### src/rtl/alu_exec_stage_if.sv
// Handshake and ALU bus of the execute stage: decoded-instruction input,
// ALU operand/result channel and committed-result output.
interface alu_exec_stage_if #(
  parameter int RAW = 4
);
  logic            in_valid;
  logic            in_ready;
  logic [4:0]      in_op;
  logic [3:0]      in_cond;
  logic [RAW-1:0]  in_rd;
  logic [RAW-1:0]  in_ra;
  logic [RAW-1:0]  in_rb;
  logic [11:0]     in_imm;
  logic            in_use_imm;
  logic            in_wr_en;
  logic            in_pred;
  logic [11:0]     alu_a;
  logic [11:0]     alu_b;
  logic [4:0]      alu_op;
  logic [3:0]      alu_cond;
  logic [4:0]      alu_flg_in;
  logic [11:0]     alu_q;
  logic [4:0]      alu_flg_out;
  logic            out_valid;
  logic            out_ready;
  logic [RAW-1:0]  out_rd;
  logic [11:0]     out_data;
  logic            out_wrote;
  logic            out_skipped;
  logic [4:0]      flags;

  modport master (
    output in_valid, in_op, in_cond, in_rd, in_ra, in_rb, in_imm, in_use_imm,
           in_wr_en, in_pred, alu_q, alu_flg_out, out_ready,
    input  in_ready, alu_a, alu_b, alu_op, alu_cond, alu_flg_in,
           out_valid, out_rd, out_data, out_wrote, out_skipped, flags
  );

  modport slave (
    input  in_valid, in_op, in_cond, in_rd, in_ra, in_rb, in_imm, in_use_imm,
           in_wr_en, in_pred, alu_q, alu_flg_out, out_ready,
    output in_ready, alu_a, alu_b, alu_op, alu_cond, alu_flg_in,
           out_valid, out_rd, out_data, out_wrote, out_skipped, flags
  );
endinterface

### src/rtl/alu_exec_stage.sv
// Execute stage of the 12-bit CPU: operand fetch from the register file,
// ALU drive, predicated commit of result and flags {P,V,K,S,Z}.
module alu_exec_stage #(
  parameter int NREGS = 16,
  parameter int RAW   = 4
) (
  input  logic             clk,
  input  logic             rst_n,
  alu_exec_stage_if.slave  bus
);

  typedef enum logic [1:0] {
    IDLE = 2'd0,
    EXEC = 2'd1,
    RESP = 2'd2
  } state_e;

  state_e          state_q;
  logic [4:0]      op_q;
  logic [3:0]      cond_q;
  logic [RAW-1:0]  rd_q;
  logic            wr_en_q;
  logic            pred_q;
  logic [11:0]     a_q;
  logic [11:0]     b_q;
  logic [4:0]      flags_q;
  logic [11:0]     regs_q [NREGS];
  logic            in_ready_q;
  logic            out_valid_q;
  logic [RAW-1:0]  out_rd_q;
  logic [11:0]     out_data_q;
  logic            out_wrote_q;
  logic            out_skipped_q;

  logic [11:0]     rd_a_s;
  logic [11:0]     rd_b_s;
  logic            exec_s;
  logic            wr_s;

  // Operand fetch (R0 reads as zero) and commit qualification.
  always_comb begin
    rd_a_s = 12'h000;
    rd_b_s = 12'h000;
    if (bus.in_ra != {RAW{1'b0}}) begin
      rd_a_s = regs_q[bus.in_ra];
    end else begin
      rd_a_s = 12'h000;
    end
    if (bus.in_use_imm) begin
      rd_b_s = bus.in_imm;
    end else if (bus.in_rb != {RAW{1'b0}}) begin
      rd_b_s = regs_q[bus.in_rb];
    end else begin
      rd_b_s = 12'h000;
    end
    exec_s = !pred_q | flags_q[4];
    wr_s   = exec_s & wr_en_q & (rd_q != {RAW{1'b0}});
  end

  // Control FSM with register file, flags and response registers.
  always_ff @(posedge clk or negedge rst_n) begin
    if (!rst_n) begin
      state_q       <= IDLE;
      op_q          <= 5'h00;
      cond_q        <= 4'h0;
      rd_q          <= {RAW{1'b0}};
      wr_en_q       <= 1'b0;
      pred_q        <= 1'b0;
      a_q           <= 12'h000;
      b_q           <= 12'h000;
      flags_q       <= 5'h00;
      in_ready_q    <= 1'b1;
      out_valid_q   <= 1'b0;
      out_rd_q      <= {RAW{1'b0}};
      out_data_q    <= 12'h000;
      out_wrote_q   <= 1'b0;
      out_skipped_q <= 1'b0;
      for (int i = 0; i < NREGS; i++) begin
        regs_q[i] <= 12'h000;
      end
    end else begin
      case (state_q)
        IDLE: begin
          if (bus.in_valid) begin
            op_q       <= bus.in_op;
            cond_q     <= bus.in_cond;
            rd_q       <= bus.in_rd;
            wr_en_q    <= bus.in_wr_en;
            pred_q     <= bus.in_pred;
            a_q        <= rd_a_s;
            b_q        <= rd_b_s;
            in_ready_q <= 1'b0;
            state_q    <= EXEC;
          end else begin
            in_ready_q <= 1'b1;
          end
        end
        EXEC: begin
          if (exec_s) begin
            flags_q <= bus.alu_flg_out;
          end
          if (wr_s) begin
            regs_q[rd_q] <= bus.alu_q;
          end
          out_data_q    <= exec_s ? bus.alu_q : 12'h000;
          out_wrote_q   <= wr_s;
          out_skipped_q <= !exec_s;
          out_rd_q      <= rd_q;
          out_valid_q   <= 1'b1;
          state_q       <= RESP;
        end
        RESP: begin
          if (bus.out_ready) begin
            out_valid_q <= 1'b0;
            in_ready_q  <= 1'b1;
            state_q     <= IDLE;
          end
        end
        default: begin
          state_q     <= IDLE;
          out_valid_q <= 1'b0;
          in_ready_q  <= 1'b1;
        end
      endcase
    end
  end

  assign bus.in_ready    = in_ready_q;
  assign bus.alu_a       = a_q;
  assign bus.alu_b       = b_q;
  assign bus.alu_op      = op_q;
  assign bus.alu_cond    = cond_q;
  assign bus.alu_flg_in  = flags_q;
  assign bus.out_valid   = out_valid_q;
  assign bus.out_rd      = out_rd_q;
  assign bus.out_data    = out_data_q;
  assign bus.out_wrote   = out_wrote_q;
  assign bus.out_skipped = out_skipped_q;
  assign bus.flags       = flags_q;

endmodule

### src/flat_wrapper.sv
// flat-port wrapper written by rule: the top's interface ports become plain ports
module alu_exec_stage_flat 
#(
  parameter int NREGS = 16,
  parameter int RAW   = 4
)
  (clk, rst_n, bus_in_valid, bus_in_op, bus_in_cond, bus_in_rd, bus_in_ra, bus_in_rb, bus_in_imm, bus_in_use_imm, bus_in_wr_en, bus_in_pred, bus_alu_q, bus_alu_flg_out, bus_out_ready, bus_in_ready, bus_alu_a, bus_alu_b, bus_alu_op, bus_alu_cond, bus_alu_flg_in, bus_out_valid, bus_out_rd, bus_out_data, bus_out_wrote, bus_out_skipped, bus_flags);
  alu_exec_stage_if #(.RAW(RAW)) bus_i ();
  input  logic clk;
  input  logic rst_n;
  input wire logic [$bits(bus_i.in_valid)-1:0] bus_in_valid;
  input wire logic [$bits(bus_i.in_op)-1:0] bus_in_op;
  input wire logic [$bits(bus_i.in_cond)-1:0] bus_in_cond;
  input wire logic [$bits(bus_i.in_rd)-1:0] bus_in_rd;
  input wire logic [$bits(bus_i.in_ra)-1:0] bus_in_ra;
  input wire logic [$bits(bus_i.in_rb)-1:0] bus_in_rb;
  input wire logic [$bits(bus_i.in_imm)-1:0] bus_in_imm;
  input wire logic [$bits(bus_i.in_use_imm)-1:0] bus_in_use_imm;
  input wire logic [$bits(bus_i.in_wr_en)-1:0] bus_in_wr_en;
  input wire logic [$bits(bus_i.in_pred)-1:0] bus_in_pred;
  input wire logic [$bits(bus_i.alu_q)-1:0] bus_alu_q;
  input wire logic [$bits(bus_i.alu_flg_out)-1:0] bus_alu_flg_out;
  input wire logic [$bits(bus_i.out_ready)-1:0] bus_out_ready;
  output wire logic [$bits(bus_i.in_ready)-1:0] bus_in_ready;
  output wire logic [$bits(bus_i.alu_a)-1:0] bus_alu_a;
  output wire logic [$bits(bus_i.alu_b)-1:0] bus_alu_b;
  output wire logic [$bits(bus_i.alu_op)-1:0] bus_alu_op;
  output wire logic [$bits(bus_i.alu_cond)-1:0] bus_alu_cond;
  output wire logic [$bits(bus_i.alu_flg_in)-1:0] bus_alu_flg_in;
  output wire logic [$bits(bus_i.out_valid)-1:0] bus_out_valid;
  output wire logic [$bits(bus_i.out_rd)-1:0] bus_out_rd;
  output wire logic [$bits(bus_i.out_data)-1:0] bus_out_data;
  output wire logic [$bits(bus_i.out_wrote)-1:0] bus_out_wrote;
  output wire logic [$bits(bus_i.out_skipped)-1:0] bus_out_skipped;
  output wire logic [$bits(bus_i.flags)-1:0] bus_flags;
  assign bus_i.in_valid = bus_in_valid;
  assign bus_i.in_op = bus_in_op;
  assign bus_i.in_cond = bus_in_cond;
  assign bus_i.in_rd = bus_in_rd;
  assign bus_i.in_ra = bus_in_ra;
  assign bus_i.in_rb = bus_in_rb;
  assign bus_i.in_imm = bus_in_imm;
  assign bus_i.in_use_imm = bus_in_use_imm;
  assign bus_i.in_wr_en = bus_in_wr_en;
  assign bus_i.in_pred = bus_in_pred;
  assign bus_i.alu_q = bus_alu_q;
  assign bus_i.alu_flg_out = bus_alu_flg_out;
  assign bus_i.out_ready = bus_out_ready;
  assign bus_in_ready = bus_i.in_ready;
  assign bus_alu_a = bus_i.alu_a;
  assign bus_alu_b = bus_i.alu_b;
  assign bus_alu_op = bus_i.alu_op;
  assign bus_alu_cond = bus_i.alu_cond;
  assign bus_alu_flg_in = bus_i.alu_flg_in;
  assign bus_out_valid = bus_i.out_valid;
  assign bus_out_rd = bus_i.out_rd;
  assign bus_out_data = bus_i.out_data;
  assign bus_out_wrote = bus_i.out_wrote;
  assign bus_out_skipped = bus_i.out_skipped;
  assign bus_flags = bus_i.flags;
  alu_exec_stage #(.NREGS(NREGS), .RAW(RAW)) u_core (.clk(clk), .rst_n(rst_n), .bus(bus_i));
endmodule
### config.mk
export PLATFORM = sky130hd
export DESIGN_NAME = alu_exec_stage_flat
export DESIGN_NICKNAME = d
export VERILOG_FILES = /design/src/rtl/alu_exec_stage_if.sv /design/src/rtl/alu_exec_stage.sv /design/src/flat_wrapper.sv
export SDC_FILE = /design/constraint.sdc
export NUM_CORES = 1
export LEC_CHECK = 0
export BUFFER_PORTS_ARGS = -buffer_cell sky130_fd_sc_hd__buf_2
export CAP_MARGIN = 0
export CORE_UTILIZATION = 55
export DETAILED_ROUTE_END_ITERATION = 12
export GPL_TIMING_DRIVEN = 0
export PLACE_DENSITY = 0.76
export REMOVE_ABC_BUFFERS = 1
export SETUP_SLACK_MARGIN = 0.5
export SLEW_MARGIN = 20
export SYNTH_ARGS = -nofsm -noshare
export SYNTH_HDL_FRONTEND = slang
export SYNTH_SLANG_ARGS = --single-unit
### constraint.sdc
create_clock -name clk -period 2.7 [get_ports clk]
set_input_delay 0.81 -clock clk [delete_from_list [all_inputs] [get_ports clk]]
set_output_delay 0.81 -clock clk [all_outputs]
set_load 0.03 [all_outputs]
==> metrics.md <==
| Metric | Value |
|---|---|
| HPWL Detailed | `around 18000 µm` |
| Final Hold Vio Count | `0` |
| Max-cap violations | `0` |
| Initial antenna violation count | `0` |
| Clk slew on worst S/H paths | `60 ps` |
| XOR/XNOR Fraction of Synth Area | `0` |
| Core Region | `around 22000 µm²` |
| Post-synth top area cell | `dfrtp_1` |
| Post-synthesis compound-gate area fraction | `0.0569` |
| Combinational family with the most area after synthesis | `multiplexers` |
| R2R Setup Slk | `530 ps` |
| Final setup fails | `0` |
| CTS tree | `done` |
| Worst hold path type | `input pin to async pin` |
| Share of cells above drive strength 1 | `0.505` |
| Drt wl/cell | `between 20 and 30 µm` |
| Largest net degree at the start of global routing | `between 100 and 150` |
| Max_slew headroom | `0.325` |
| Crit-path cells | `nand2b_4, or4_4, nor3_4, buf_12, mux2_2` |
| FP Rows | `between 50 and 60` |
| #FFs+latches synth | `~250` |
| Synth unique cells | `44` |
| Startpoint types | `flip-flop` |
| Sink Count | `between 200 and 250` |
| Drt total wl | `32400 µm` |
| Total die area | `approximately 23000 µm²` |
| PnR worst setup slack | `533 ps` |
| Most frequent cells in the layout | `242 x dfrtp_1, 209 x mux2_2, 114 x buf_2, 71 x nand2_1, 68 x mux4_2` |
| Drt via density | `about 6.5` |
| Clock Latency Late Sink | `between 500 and 600 ps` |
| Diodes inserted | `0` |
| Final hold slack | `roughly 260 ps` |
| CTS root buf | `clkbuf_16` |
| Wire length of the first global-routing pass | `~48000 µm` |
| CTS buffer count | `27` |
| Post-DP Area | `about 13000 µm²` |
| Die W | `around 150 µm` |
| Post-Syn Instances | `just under 900` |
| Top cells by area, synth | `dfrtp_1 50%, mux2_2 19%, mux4_2 13%` |
| DRC viols | `1` |
| CP Class | `flip-flop to flip-flop` |
| FF-to-FF Start | `u_core.state_q[1]` |
| Syn Std Cell Area | `12200 µm²` |
| Final-stage net count | `around 1000` |
| Vias in the first global route | `~8300` |
| Synth top area share | `0.501` |
| Worst EP required | `3120 ps` |
| Multiplexer share of the synthesized area | `0.333` |
| Pleak | `between 6 and 7 nW` |
| Via count | `about 8300` |
| Crit path max fanout | `8` |
| Worst path slowest cell | `or4_4` |
| Total grt overflow | `0` |
| FF-to-FF path depth | `5` |
| Power per Cell Area | `roughly 1100 nW/µm²` |
| Worst-margin pin slew | `a little over 1000 ps` |
| Fin. max-slew vios | `0` |
| Routability Congestion | `a little under 0.8` |
| Total I/O pin count | `120` |
| Crit path largest cell delay | `between 600 and 700 ps` |
| Crit end category | `flip-flop` |
| Worst EP arrival | `approximately 2600 ps` |
| Tot GR Track Use | `0.290` |
| Seq/Total Area, Yosys | `0.504` |
| Primary FF master, synth | `dfrtp_1` |
| RR Endpoint | `u_core.regs_q[143]` |
| Status | `finished with violations` |
| Peak supply drop | `0.502 mV` |
| Failing checks | `design-rule violations` |
| Asr flop ratio synth | `1.00` |
| Routed Antenna Nets | `0` |
| Port Buffers | `around 120` |
| Layout Area Growth over Synthesis | `17.4%` |
| Fmax | `0.461 GHz` |
| Setup Skew | `about 20 ps` |
| Post-route clock period utilization | `0.803` |
| Design Power | `about 16 mW` |
| Drt pass-1 iters | `9` |
| Unrepaired setup endpoints after global routing | `false` |
| Final design area excluding fillers | `14400 µm²` |
| Number of synthesized flops with an enable pin | `0` |
| Clock buffer depth | `3` |
| Yosys warnings | `0` |
| Synth Area in Adders | `0` |
| Initial Util | `0.560` |
| Tmin final | `about 2200 ps` |
| Die H | `around 150 µm` |
| H-tree levels | `1` |
| Mapped Avg Cell Area | `between 10 and 15 µm²` |
| Simple-gate portion of the synthesized area | `0.0729` |
| Initial drt markers | `623` |
| Pre-CTS setup slack | `-579 ps` |
| Leading cell type in the layout, fill and taps excluded | `dfrtp_1` |
-- power breakdown --
part / internal (mW) / total (mW) / switching, mW
clock: 2.49 / 4.01 / 1.53
sequential: 5.27 / 6.43 / 1.17
combinational: 2.57 / 5.16 / 2.59
-- repair_timing --
| item | CTS | global route |
|---|---|---|
| hold buffers | 0 | 0 |
| resized for setup | 27 | 12 |
| setup buffers | 15 | 3 |
| pin swaps | 6 | 3 |
| setup endpoints to repair | 198 | 102 |
| gates cloned | 1 | 1 |
-- per-layer routing --
layer | global-route usage | up-vias | routed length [µm]
met5 | 0 | - | 0
met4 | 0.0950 | 0 | 896
met3 | 0.0533 | 65 | 2620
met2 | 0.450 | 373 | 15100
met1 | 0.415 | 4369 | 13700
li1 | - | 3539 | -
-- worst max-delay path by stage --
stage	startpoint	endpoint	slack (ps)	depth (start not counted)
after floorplan	bus_in_valid	u_core.bus.alu_a[0]	80	4
after global placement	rst_n	u_core.regs_q[97]	-3590	1
after detailed placement	bus_in_valid	u_core.bus.alu_a[6]	-580	5
after CTS	u_core.state_q[0]	u_core.bus.alu_a[6]	420	4
after global routing	u_core.state_q[1]	u_core.regs_q[159]	480	4
final	u_core.state_q[1]	u_core.regs_q[143]	530	5
-- synthesized netlist by cell type (2+ instances only) --
library cell,number
o21ai_0,15
nand4_1,12
inv_1,3
mux4_2,68
nor2_4,3
a22oi_1,13
a32oi_1,12
nor2b_1,6
a21oi_1,2
a22o_1,12
nand2_1,77
clkbuf_1,46
nand2b_1,27
nand3_1,25
buf_1,5
nor2_1,12
dfrtp_1,245
a221o_1,23
buf_6,3
buf_2,22
mux2i_1,19
mux2_2,209
nand3b_1,2
buf_4,8
a31oi_1,2
-- final cells by class --
type / instances / area, µm²
clock buffer: 37 / 773
clock inverter: 13 / 208
fill: 1536 / 7470
inverter: 3 / 18.8
multi-input combinational: 559 / 5850
sequential: 246 / 6160
tap: 280 / 350
timing repair buffer: 146 / 996
-- critical path: cells and delay by family (launching register included) --
family	cells	cell delay, ps
buffers and inverters	1	190
and+or+nand+nor	3	1030
muxes	1	340
DFF	1	470
-- through the flow --
| stage | cells | TNS [ps] | util |
|---|---|---|---|
| final | 1284 | 0 | 0.658 |
| after global routing | 1284 | 0 | 0.658 |
| after CTS | 1280 | 0 | 0.654 |
| after detailed placement | 1214 | -27850 | 0.595 |
| after global placement | 1205 | -1000530 | 0.585 |
| after floorplan | 806 | 0 | - |
-- sequential cells by signal, summed over array words and instances (netlist names), 2 cells and up --
| register | cells |
|---|---|
| u_core.bus.alu_a | 12 |
| u_core.bus.alu_b | 12 |
| u_core.bus.alu_cond | 4 |
| u_core.bus.alu_flg_in | 5 |
| u_core.bus.alu_op | 5 |
| u_core.bus.out_data | 12 |
| u_core.bus.out_rd | 4 |
| u_core.rd_q | 4 |
| u_core.regs_q | 180 |
| u_core.state_q | 2 |
-- logic make-up (layout without fill, tap and decap cells) --
logic type | Yosys count | after routing
compound gates | 86 | 86
flops | 246 | 246
mux | 296 | 296
buf+inv | 87 | 199
simple gates | 175 | 177
Note: power is estimated with default switching activity, not from simulation.
